**src/rtl/apb_pkg.sv**
```systemverilog
// Shared types and default sizes for the APB master bridge.
package apb_pkg;

    localparam int APB_DW             = 32;
    localparam int APB_AW             = 32;
    localparam int APB_FIFO_DEPTH     = 4;
    localparam int APB_TIMEOUT_CYCLES = 16;

    typedef struct packed {
        logic              write;
        logic [APB_AW-1:0] addr;
        logic [APB_DW-1:0] wdata;
    } apb_cmd_t;

    typedef enum logic [1:0] {
        IDLE   = 2'd0,
        SETUP  = 2'd1,
        ACCESS = 2'd2,
        RESP   = 2'd3
    } apb_state_e;

endpackage

```
**src/rtl/apb_cmd_fifo.sv**
```systemverilog
// Synchronous command FIFO of apb_cmd_t; read data is the head entry (show-ahead).
module apb_cmd_fifo
    import apb_pkg::*;
#(
    parameter int FIFO_DEPTH = APB_FIFO_DEPTH
) (
    input  logic     PCLK,
    input  logic     PRESETn,
    input  logic     push,
    input  apb_cmd_t wr_data,
    input  logic     pop,
    output apb_cmd_t rd_data,
    output logic     full,
    output logic     empty
);

    localparam int PW = $clog2(FIFO_DEPTH);

    apb_cmd_t        mem [FIFO_DEPTH];
    logic   [PW:0]   wr_ptr;
    logic   [PW:0]   rd_ptr;

    // Extra pointer bit distinguishes full from empty when the indices match.
    assign empty   = (wr_ptr == rd_ptr);
    assign full    = (wr_ptr[PW] != rd_ptr[PW]) && (wr_ptr[PW-1:0] == rd_ptr[PW-1:0]);
    assign rd_data = mem[rd_ptr[PW-1:0]];

    always_ff @(posedge PCLK or negedge PRESETn) begin
        if (!PRESETn) begin
            wr_ptr <= '0;
            rd_ptr <= '0;
        end else begin
            if (push && !full)
                wr_ptr <= wr_ptr + 1'b1;
            if (pop && !empty)
                rd_ptr <= rd_ptr + 1'b1;
        end
    end

    always_ff @(posedge PCLK) begin
        if (push && !full)
            mem[wr_ptr[PW-1:0]] <= wr_data;
    end

endmodule

```
**src/rtl/apb_master_bridge.sv**
```systemverilog
// APB requester: buffered valid/ready commands issued as SETUP/ACCESS transfers.
// Optional ACCESS timeout enabled with `define APB_MASTER_TIMEOUT_EN.
module apb_master_bridge
    import apb_pkg::*;
#(
    parameter int DW         = APB_DW,
    parameter int AW         = APB_AW,
    parameter int FIFO_DEPTH = APB_FIFO_DEPTH
`ifdef APB_MASTER_TIMEOUT_EN
    ,
    parameter int TIMEOUT_CYCLES = APB_TIMEOUT_CYCLES
`endif
) (
    input  logic          PCLK,
    input  logic          PRESETn,
    input  logic          cmd_valid,
    output logic          cmd_ready,
    input  logic          cmd_write,
    input  logic [AW-1:0] cmd_addr,
    input  logic [DW-1:0] cmd_wdata,
    output logic          rsp_valid,
    input  logic          rsp_ready,
    output logic          rsp_write,
    output logic [DW-1:0] rsp_rdata,
    output logic          rsp_err,
    output logic          PSEL,
    output logic          PENABLE,
    output logic          PWRITE,
    output logic [AW-1:0] PADDR,
    output logic [DW-1:0] PWDATA,
    input  logic [DW-1:0] PRDATA,
    input  logic          PREADY,
    output logic          busy
);

    apb_state_e state, state_nxt;
    apb_cmd_t   fifo_in, fifo_out;
    logic       fifo_full, fifo_empty;
    logic       pop, done, timeout;

    assign fifo_in   = '{write: cmd_write, addr: cmd_addr, wdata: cmd_wdata};
    assign cmd_ready = !fifo_full;
    assign busy      = !fifo_empty || (state != IDLE);
    assign rsp_write = PWRITE;

    apb_cmd_fifo #(.FIFO_DEPTH(FIFO_DEPTH)) u_fifo (
        .PCLK    (PCLK),
        .PRESETn (PRESETn),
        .push    (cmd_valid),
        .wr_data (fifo_in),
        .pop     (pop),
        .rd_data (fifo_out),
        .full    (fifo_full),
        .empty   (fifo_empty)
    );

`ifdef APB_MASTER_TIMEOUT_EN
    localparam int CW = $clog2(TIMEOUT_CYCLES + 1);
    logic [CW-1:0] access_cnt;

    // Counts ACCESS cycles; the last allowed cycle without PREADY aborts.
    always_ff @(posedge PCLK or negedge PRESETn) begin
        if (!PRESETn)
            access_cnt <= '0;
        else if (state == SETUP)
            access_cnt <= '0;
        else if (state == ACCESS)
            access_cnt <= access_cnt + 1'b1;
    end

    assign timeout = (state == ACCESS) && !PREADY && (access_cnt == CW'(TIMEOUT_CYCLES - 1));
`else
    assign timeout = 1'b0;
`endif

    always_ff @(posedge PCLK or negedge PRESETn) begin
        if (!PRESETn)
            state <= IDLE;
        else
            state <= state_nxt;
    end

    always_comb begin
        state_nxt = state;
        pop       = 1'b0;
        done      = 1'b0;
        PSEL      = 1'b0;
        PENABLE   = 1'b0;
        rsp_valid = 1'b0;
        case (state)
            IDLE: begin
                if (!fifo_empty) begin
                    pop       = 1'b1;
                    state_nxt = SETUP;
                end
            end
            SETUP: begin
                PSEL      = 1'b1;
                state_nxt = ACCESS;
            end
            ACCESS: begin
                PSEL    = 1'b1;
                PENABLE = 1'b1;
                if (PREADY || timeout) begin
                    done      = 1'b1;
                    state_nxt = RESP;
                end
            end
            RESP: begin
                rsp_valid = 1'b1;
                // Going straight to SETUP keeps a lingering PREADY away from ACCESS.
                if (rsp_ready) begin
                    if (!fifo_empty) begin
                        pop       = 1'b1;
                        state_nxt = SETUP;
                    end else begin
                        state_nxt = IDLE;
                    end
                end
            end
            default: state_nxt = IDLE;
        endcase
    end

    always_ff @(posedge PCLK or negedge PRESETn) begin
        if (!PRESETn) begin
            PADDR     <= '0;
            PWRITE    <= 1'b0;
            PWDATA    <= '0;
            rsp_rdata <= '0;
        end else begin
            if (pop) begin
                PADDR  <= fifo_out.addr;
                PWRITE <= fifo_out.write;
                PWDATA <= fifo_out.write ? fifo_out.wdata : '0;
            end
            if (done)
                rsp_rdata <= (PWRITE || timeout) ? '0 : PRDATA;
        end
    end

`ifdef APB_MASTER_TIMEOUT_EN
    always_ff @(posedge PCLK or negedge PRESETn) begin
        if (!PRESETn)
            rsp_err <= 1'b0;
        else if (done)
            rsp_err <= timeout;
    end
`else
    assign rsp_err = 1'b0;
`endif

endmodule
```
**config.mk**
```make
export PLATFORM = sky130hd
export DESIGN_NAME = apb_master_bridge
export DESIGN_NICKNAME = d
export VERILOG_FILES = /design/src/rtl/apb_pkg.sv /design/src/rtl/apb_cmd_fifo.sv /design/src/rtl/apb_master_bridge.sv
export SDC_FILE = /design/constraint.sdc
export NUM_CORES = 1
export LEC_CHECK = 0
export ABC_AREA = 0
export BUFFER_PORTS_ARGS = -buffer_cell sky130_fd_sc_hd__buf_2
export CAP_MARGIN = 15
export CORE_UTILIZATION = 25
export CTS_CLUSTER_DIAMETER = 80
export DETAILED_ROUTE_END_ITERATION = 10
export GPL_TIMING_DRIVEN = 1
export PLACE_DENSITY = 0.52
export RECOVER_POWER = 25
export SLEW_MARGIN = 10
export SYNTH_ARGS = -nofsm -noshare
export SYNTH_HDL_FRONTEND = slang
export SYNTH_SLANG_ARGS = --single-unit
```
**constraint.sdc**
```tcl
create_clock -name PCLK -period 9.4 [get_ports PCLK]
set_input_delay 1.88 -clock PCLK [delete_from_list [all_inputs] [get_ports PCLK]]
set_output_delay 1.88 -clock PCLK [all_outputs]
set_load 0.02 [all_outputs]
```
Word level (Yosys, flattened, before mapping). Memory sizes are Yosys's and may differ from the RTL's. Index checks and enable logic that the tools add are counted.

Flip-flop bits (word level): 105. Memory bits (writable): 260. Bits of input ports: 102. Output and inout bits: 104. Word-level logic and storage cells: 46. Memories: 1.

Memories: u_fifo.mem (words 4, bits a word 65, read ports 1, clocked after Yosys merged registers in 0, write ports 1, line apb_cmd_fifo.sv:19) `apb_cmd_t mem [FIFO_DEPTH];`.

Add/sub/neg operators: 2. Equal/unequal tests: 9. Mux-type cells: 17. Reductions and logical operators: 10.

Operator list (count): two-way mux 32 bit (2); two-way mux 1 bit (10); case mux 2 bit (4 select lines) (1); adder 3 x 1 -> 3 bit, second input constant (2); two-way mux 2 bit (3); != test 2 bit, second input constant (3); == test 2 bit, second input constant (2); == test 3 bit (1); logical AND 1 bit (3); AND reduction 3 bit (1); == test 2 x 1 -> 1 bit, second input constant (1); == test 2 bit (1); zero test 1 bit (2); zero test 2 bit (1); case mux 1 bit (2 select lines) (1); nonzero test 2 bit (1); OR reduction 2 bit (1); logical OR 1 bit (1); != test 1 bit (1).

Logic depth before layout (Yosys ltp). Gate-level depths: netlist of run 1.

Depth after elaboration: 6. Depth in mapped cells: 8. Mapped depth without buffers: 6.

Hierarchy. From an unflattened synthesis of run 1, not the netlist that was laid out.

Cell total of the unflattened synthesis: 755. Area total of the unflattened synthesis: 14062.2 um^2.

By module, submodules not included: apb_cmd_fifo (times used 1, cells each 389, area each 9845.7 um^2, seq. area each 7957.6 um^2); apb_master_bridge (times used 1, cells each 366, area each 4216.5 um^2, seq. area each 2477.4 um^2).

Least setup slack after synthesis of run 1. No wires, ideal clock.

Kind: input port to flip-flop. From: in cmd_valid. To: mem u_fifo.mem[3][0] (netlist name) (enable). Setup time: 0.432 ns. Arrival time: 3.693 ns. Required time: 8.968 ns. Path slack: 5.276 ns. Cell stages on the path: 2. Buffers on the path: 0. Cell sequence: o31a_1 and2_1.

Longest elaborated chain between the ends: 3.

Ends and longest elaborated chain: start: declaration (line apb_master_bridge.sv:16) `input logic cmd_valid,`; logical AND 1 bit (line apb_cmd_fifo.sv:41) `if (push && !full)`; two-way mux 1 bit (line apb_cmd_fifo.sv:41); two-way mux 1 bit (not written as such) (line apb_cmd_fifo.sv:42) `mem[wr_ptr[PW-1:0]] <= wr_data;`; end: declaration (line apb_cmd_fifo.sv:19).

Every way passes these cells.

Worst setup path in the final report of run 1.
From: reg u_fifo.rd_ptr[0]. To: out busy.

Longest elaborated chain between the ends: 3.

Ends and longest elaborated chain: start: declaration (line apb_cmd_fifo.sv:21) `logic [PW:0] rd_ptr;`; start signal: assignment (line apb_cmd_fifo.sv:36) `rd_ptr <= rd_ptr + 1'b1;`; == test 3 bit (line apb_cmd_fifo.sv:24) `assign empty = (wr_ptr == rd_ptr);`; zero test 1 bit (line apb_master_bridge.sv:43) `assign busy = !fifo_empty || (state != IDLE);`; logical OR 1 bit (line apb_master_bridge.sv:43); end: declaration (line apb_master_bridge.sv:33) `output logic busy`.

Every way passes these cells.

==> reports/qor.log, run 1 <==
qor: clock_network.clockRootBuffer clkbuf_16
qor: clock_network.cts_tree built
qor: flow_run.cap_violations 1
qor: detailed_routing.drt-pass1-iter-count 4
qor: setup_path.worst-path-max-fanout 41
qor: global_route.grt_antenna_before_repair 4
qor: clock_network.tritoncts_buffer_count 44
qor: die.placeableCoreArea 0.0551 mm2
qor: detailed_routing.drt.antenna.violating_nets 0
qor: run_status.failed_checks max-capacitance violations, max-slew violations
qor: setup_path.worst_r2r_path_depth 4
qor: timing.worst_pin_slew 1870 ps
qor: timing.final-setup-viol-count 0
qor: die.die_area 0.0566 mm2
qor: global_route.number_of_global_route_vias_before_repair 7379
qor: timing.fin_skew 16.0 ps
qor: timing.report.final.slew_viol_count 28
qor: logic_synthesis.synth_nets 863
qor: clock_network.clkLatencyLatePin 550 ps
qor: layout.nFillCells 5490
qor: place.detailed_place_hpwl 17700 um
qor: global_route.first_pass_grt_wire_length 45800 um
qor: run_status.status finished, violations left
qor: global_route.gr-usage-all-layers 0.109
qor: setup_path.critPathArrivalTime 2350 ps
qor: logic_synthesis.synth-warning-count 0
qor: clock_network.cts.htree.levels 2
qor: detailed_routing.drt-wirelength-per-cell 17.5 um
qor: logic_synthesis.syn_area 0.0139 mm2
qor: logic_synthesis.synthesis.instances 752
qor: die.die_width 238 um
qor: logic_synthesis.synth.lib_cells_used.distinct 30
qor: timing.report.final.hold_viol_count 0
qor: setup_path.beginning_of_the_worst_register_to_register_path u_fifo.rd_ptr[0]
qor: detailed_routing.post-route-drc-count 0
qor: setup_path.timing.rr.end PADDR[19]
qor: place.port-buffer-count 204
qor: clock_network.postCtsSetupBuffers 0
qor: power_and_ir_drop.total_power_per_unit_cell_area 352 mW/mm2
qor: detailed_routing.detail_route.iter0.violations 219
qor: logic_synthesis.syn-mean-instance-area 18.5 um2
qor: clock_network.cts-root-to-sink-buffers 3
qor: place.routabilityCongestion 0.667
qor: layout.layout_cells_sized_above_1 0.335
qor: global_route.grt_overflow_total 0
qor: layout.fin_nets 1083
qor: logic_synthesis.seq_area_frac_synth 0.749
qor: place.post-place-cells 1673
qor: timing.final_min_period_over_clock_period 0.450
qor: timing.rsz0062_at_grt no
qor: hold_path.min_to rsp_rdata[14]
qor: detailed_routing.vias_per_cell 4.05
qor: setup_path.crit_type reg2out
qor: die.initial_core_util 0.253
qor: die.io_pins 206
qor: layout.finalNonFillerCells 1755
qor: setup_path.worstSetupStartpointType flop
qor: hold_path.hold_path.startpoint rsp_rdata[14]
qor: timing.achievable-frequency 236 MHz
qor: detailed_routing.via_count 7113
qor: die.die_h 238 um
qor: setup_path.setup_crit_end_kind primary output
qor: layout.area.growth.synth_to_final 23.0%
qor: clock_network.hold_buffers 0
qor: setup_path.worst-r2r-setup-slack 5760 ps
qor: clock_network.cts_resized 0
qor: hold_path.path_type_of_the_worst_min_delay_path reg2reg
qor: hold_path.worst_hold_path.num_cells 2
qor: global_route.grt_start_max_net_pins 75
qor: clock_network.clkTransAtPathRegs 60 ps
qor: logic_synthesis.synth.ff_latch_count 365
qor: detailed_routing.wire_length_reported_by_the_detailed_router 30700 um
qor: timing.slew_headroom -0.243
qor: power_and_ir_drop.cellLeakagePower 0.00651 uW
qor: timing.final.setup.tns 0 ps
qor: power_and_ir_drop.vdd.ir_drop.worst 0.000170 V
qor: clock_network.clock_sink_count 365
qor: timing.min_period 4230 ps
qor: die.std_cell_rows 86
qor: setup_path.worst_ep_required_time 7520 ps
[critical path, stage by stage, from the launching register on]
cell	delay (ps)
dfrtp_4	1060
xor2_1	180
nor3_1	300
nand2_1	80
buf_2	170
[layout by cell type (no fill, tap or decap), types with 5 or more instances in the layout]
master     netlist  routed
nand2_1         72      72
ha_1             9       9
edfxtp_1       260     260
o31ai_1         32      32
o21ai_0         34      34
mux2_4          22      22
clkbuf_16        0      45
dfrtp_1        105     103
mux2_2          13      13
mux4_2          64      64
buf_2           15     151
xnor2_1          5       5
buf_4            8      10
clkbuf_1        16      61
inv_1           38      38
xor2_1           5       5
nand2b_1        33      33
clkinv_2         0      11
[how the worst max path moves through the flow]
stage | start | to | slack (ps) | cells after the start
after detailed placement | rsp_ready | PADDR[19] | 4950 | 5
after CTS | u_fifo.rd_ptr[0] | busy | 5020 | 4
final | u_fifo.rd_ptr[0] | busy | 5170 | 4
after global routing | u_fifo.rd_ptr[0] | busy | 4900 | 4
after global placement | rsp_ready | PADDR[22] | 5000 | 5
after floorplan | cmd_valid | u_fifo.mem[3][0] | 5280 | 2
[Yosys cell counts (all sizes together)]
library cell	count	area share
mux4	64	0.10
ha	9	0.0081
nor2b	1	0.00045
o31ai	32	0.017
nand2	72	0.019
nor2	2	0.00054
mux2	35	0.034
nor3	1	0.00036
a311o	1	0.00072
o21ai	35	0.013
o221ai	2	0.0013
a21oi	2	0.00072
inv	38	0.010
nand2b	33	0.015
conb	1	0.00027
o31a	1	0.00063
edfxtp	260	0.56
clkbuf	16	0.0043
mux2i	1	0.00072
a211o	1	0.00063
nand3	1	0.00036
and2	4	0.0018
buf	25	0.011
xnor2	5	0.0031
dfrtp	105	0.19
xor2	5	0.0031
[final cells by class]
type                       instances  area (um2)  share of cell area
sequential                       365       10400               0.610
timing repair buffer             215        1050              0.0613
tap                              748         936              0.0547
inverter                          38         143             0.00833
clock inverter                    24         199              0.0116
multi-input combinational        308        3150               0.184
antenna                            1        2.50            0.000146
clock buffer                      56        1200              0.0699
[registers in the layout (all words and copies together), names as in the netlist]
register,flops
u_fifo.mem,260
PADDR,32
PWDATA,32
rsp_rdata,32
u_fifo.rd_ptr,3
u_fifo.wr_ptr,3
state,2
PWRITE,1
[kinds of logic after synthesis]
kind of cell / synth area share
XOR/XNOR: 0.00629
flip-flops: 0.749
adder cells (fa/ha/maj): 0.00809
AO/OA/AOI/OAI: 0.0338
multiplexers: 0.138
AND/OR/NAND/NOR: 0.0377
buffers and inverters: 0.0259
other: 0.000269
[power by group]
| part | internal [uW] | switching, uW |
|---|---|---|
| combinational | 822 | 1080 |
| clock | 962 | 661 |
| sequential | 2230 | 270 |
| total | 4020 | 2010 |
[metal layers]
layer	routed length [um]	track usage	vias to the layer above
met2	14000	0.171	205
met3	1980	0.0317	53
met5	27	0	-
met1	14100	0.143	3563
li1	-	-	3288
met4	692	0.0375	4
[through the flow]
step | util | setup WS, ps | hold slack, ps | cell area, um2 | power, uW
final | 0.311 | 5170 | 473 | 17100 | 6030
after global routing | 0.311 | 4900 | 504 | 17100 | 6400
after CTS | 0.312 | 5020 | 479 | 17200 | 6170
after detailed placement | 0.286 | 4950 | 465 | 15800 | 4500
after global placement | 0.286 | 5000 | 457 | 15800 | 4470
after floorplan | - | 5280 | 498 | 13900 | 3870
(Power assumes the default switching activity.)
==> inputs of run 2 (changes only) <==
Settings changed: PLACE_DENSITY 0.52 to 0.54.
Clock period 9.4 ns to 3.8 ns, I/O delays scaled along.
==> run 2 against run 1 <==
Against the previous run:
- the flow now finishes without violations
- non-clock buffer count increased by 4
- clock power increased to 2.6 times the previous value
- routed wire length increased by 4.2%
- sequential share of layout area decreased by 0.53 points
- global-route usage increased by 0.55 points
- first-iteration DRC count increased by 67%
- core utilization increased by 0.27 points
- setup slack got worse by 4300 ps
- total power increased to 2.5 times the previous value
- sequential power increased by 140%
- critical path type unchanged
- largest power group unchanged
==> reports/qor.log, run 2 (same netlist as run 1, synthesis figures left out) <==
qor: detailed_routing.post-route-drc-count 0 [unchanged]
qor: clock_network.clkLatencyLatePin 570 ps [+20 ps]
qor: power_and_ir_drop.cellLeakagePower 0.00656 uW [+0.80%]
qor: die.io_pins 206 [unchanged]
qor: clock_network.tritoncts_buffer_count 43 [-2.3%]
qor: layout.area.growth.synth_to_final 24.0%
qor: die.std_cell_rows 86 [unchanged]
qor: setup_path.setup_crit_end_kind primary output
qor: global_route.grt_antenna_before_repair 9 [+5]
qor: timing.worst_pin_slew 792 ps [-1070 ps]
qor: clock_network.cts.htree.levels 2 [unchanged]
qor: die.die_width 238 um [unchanged]
qor: setup_path.crit_type reg2out
qor: global_route.first_pass_grt_wire_length 48500 um [+5.7%]
qor: power_and_ir_drop.power.internal 10100 uW [+150%]
qor: die.placeableCoreArea 0.0551 mm2 [unchanged]
qor: clock_network.cts-root-to-sink-buffers 3 [unchanged]
qor: detailed_routing.met2_length 14700 um [+5.2%]
qor: clock_network.clockRootBuffer clkbuf_16
qor: setup_path.worst-path-max-fanout 30 [-27%]
qor: detailed_routing.top_signal_layer_used met5
qor: layout.fin_nets 1086 [+0.28%]
qor: setup_path.worst_ep_required_time 3040 ps [-4480 ps]
qor: setup_path.worst-r2r-setup-slack 1240 ps [-4520 ps]
qor: die.initial_core_util 0.253 [unchanged]
qor: power_and_ir_drop.switching_share 0.333 [-0.000586]
qor: layout.largest_register_ffs 260 [unchanged]
qor: detailed_routing.drt-pass1-iter-count 4 [unchanged]
qor: setup_path.worstSetupStartpointType flop
qor: layout.layout_cells_sized_above_1 0.334 [-0.00133]
qor: global_route.grt_overflow_total 0 [unchanged]
qor: timing.rsz0062_at_grt no
qor: layout.layout_commonest_cell edfxtp_1
qor: setup_path.worst_r2r_path_depth 4 [unchanged]
qor: timing.min_period 2900 ps
qor: timing.slew_headroom 0.472 [+0.715]
qor: clock_network.clkTransAtPathRegs 60 ps [about the same]
qor: layout.finalNonFillerCells 1759 [+0.23%]
qor: timing.final.setup.tns 0 ps [unchanged]
qor: setup_path.critPathArrivalTime 2140 ps [-210 ps]
qor: detailed_routing.wl_met3 2540 um [+28%]
qor: setup_path.worstPathCellList xor2_1, nor3_1, nand2_1, buf_2
qor: power_and_ir_drop.comb_power_share 0.327 [+0.011]
qor: detailed_routing.vias_per_cell 4.11 [+1.4%]
qor: setup_path.cpMaxStageDelayCell dfrtp_4
qor: detailed_routing.detail_route.wirelength.met1 14100 um [about the same]
qor: place.post-place-cells 1678 [+0.30%]
qor: setup_path.cp-endpoint busy
qor: clock_network.cts_resized 0 [unchanged]
qor: place.routabilityCongestion 0.674 [+0.99%]
qor: setup_path.beginning_of_the_worst_register_to_register_path u_fifo.rd_ptr[1]
qor: detailed_routing.drt-wirelength-per-cell 18.2 um [+4.0%]
qor: clock_network.postCtsSetupBuffers 0 [unchanged]
qor: power_and_ir_drop.vdd.ir_drop.worst 0.000429 V [+150%]
qor: global_route.number_of_global_route_vias_before_repair 7725 [+4.7%]
qor: timing.final_min_period_over_clock_period 0.762
qor: clock_network.cts_tree built
qor: global_route.grt_start_max_net_pins 75 [unchanged]
qor: detailed_routing.wire_length_reported_by_the_detailed_router 32000 um [+4.2%]
qor: timing.report.final.slew_viol_count 0 [-100%]
qor: clock_network.clock_sink_count 365 [unchanged]
qor: setup_path.timing.rr.end u_fifo.mem[0][39]
qor: setup_path.critical_path.max_stage_delay 680 ps [-380 ps]
qor: power_and_ir_drop.netSwitchingPower 5070 uW [+150%]
qor: timing.achievable-frequency 345 MHz
qor: timing.report.final.hold_viol_count 0 [unchanged]
qor: detailed_routing.via_count 7226 [+1.6%]
qor: die.die_h 238 um [unchanged]
qor: run_status.status finished, final reports clean
qor: timing.final-setup-viol-count 0 [unchanged]
qor: die.die_area 0.0566 mm2 [unchanged]
qor: hold_path.path_type_of_the_worst_min_delay_path in2async
qor: layout.nFillCells 5454 [-0.66%]
qor: clock_network.hold_buffers 0 [unchanged]
qor: power_and_ir_drop.total_power_per_unit_cell_area 880 mW/mm2 [+150%]
qor: place.detailed_place_hpwl 20000 um [+13%]
qor: global_route.gr-usage-all-layers 0.114 [+0.00549]
qor: power_and_ir_drop.clkPwrFrac 0.275 [+0.006]
qor: timing.fin_skew 27.8 ps [+11.8 ps]
qor: power_and_ir_drop.seq_power_share 0.398 [-0.017]
qor: setup_path.crit_start u_fifo.rd_ptr[1]
qor: place.port-buffer-count 204 [unchanged]
qor: detailed_routing.drt.antenna.violating_nets 0 [unchanged]
qor: flow_run.cap_violations 0 [-1]
qor: layout.leading_cell_types_in_the_layout_fill_and_taps_excluded edfxtp_1, buf_2, dfrtp_1, nand2_1, clkbuf_1
qor: detailed_routing.detail_route.iter0.violations 366 [+67%]
-- run 2: layout make-up --
| type | count | area (um2) | share of cell area |
|---|---|---|---|
| timing repair buffer | 219 | 1150 | 0.0664 |
| clock buffer | 59 | 1200 | 0.0693 |
| sequential | 365 | 10400 | 0.605 |
| multi-input combinational | 308 | 3150 | 0.182 |
| tap | 748 | 936 | 0.0542 |
| clock inverter | 21 | 251 | 0.0146 |
| inverter | 38 | 143 | 0.00826 |
| antenna | 1 | 2.50 | 0.000145 |
-- run 2: metrics by stage --
stage	hold WS, ps	instance area [um2]	worst slack [ps]	power, uW	utilization
3_3_place_gp	458	15900	1180	11200	0.288
5_1_grt	309	17300	731	16100	0.313
4_1_cts	271	17300	819	15500	0.315
6_report	240	17300	903	15200	0.313
2_1_floorplan	464	13900	796	9560	-
3_5_place_dp	461	15900	1180	11300	0.288
-- run 2: worst min path at each step --
stage	endpoint	cells past startpoint
floorplan	PADDR[0]	0
global placement	rsp_rdata[25]	2
detailed placement	PWDATA[19]	2
CTS	rsp_rdata[20]	1
global route	rsp_rdata[18]	1
finish	rsp_rdata[20]	1
-- run 2: critical path, delay by kind of cell (launching register included) --
kind / cells / cell delay, ps
XOR/XNOR: 1 / 230
flip-flops: 1 / 680
AND/OR/NAND/NOR: 2 / 480
buffers and inverters: 1 / 190
-- run 2: metal layers --
layer | vias to the layer above | global-route usage
met2 | 219 | 0.183
met4 | 14 | 0.0367
met1 | 3635 | 0.147
li1 | 3301 | -
met5 | - | 0
met3 | 57 | 0.0366
-- run 2: power by group through the flow --
stage	clock (uW)	sequential [uW]	combinational, uW
after detailed placement	0	6150	5130
after global routing	4450	6180	5480
after global placement	0	6110	5110
final	4180	6050	4970
after CTS	4320	6080	5150
after floorplan	0	6550	3020
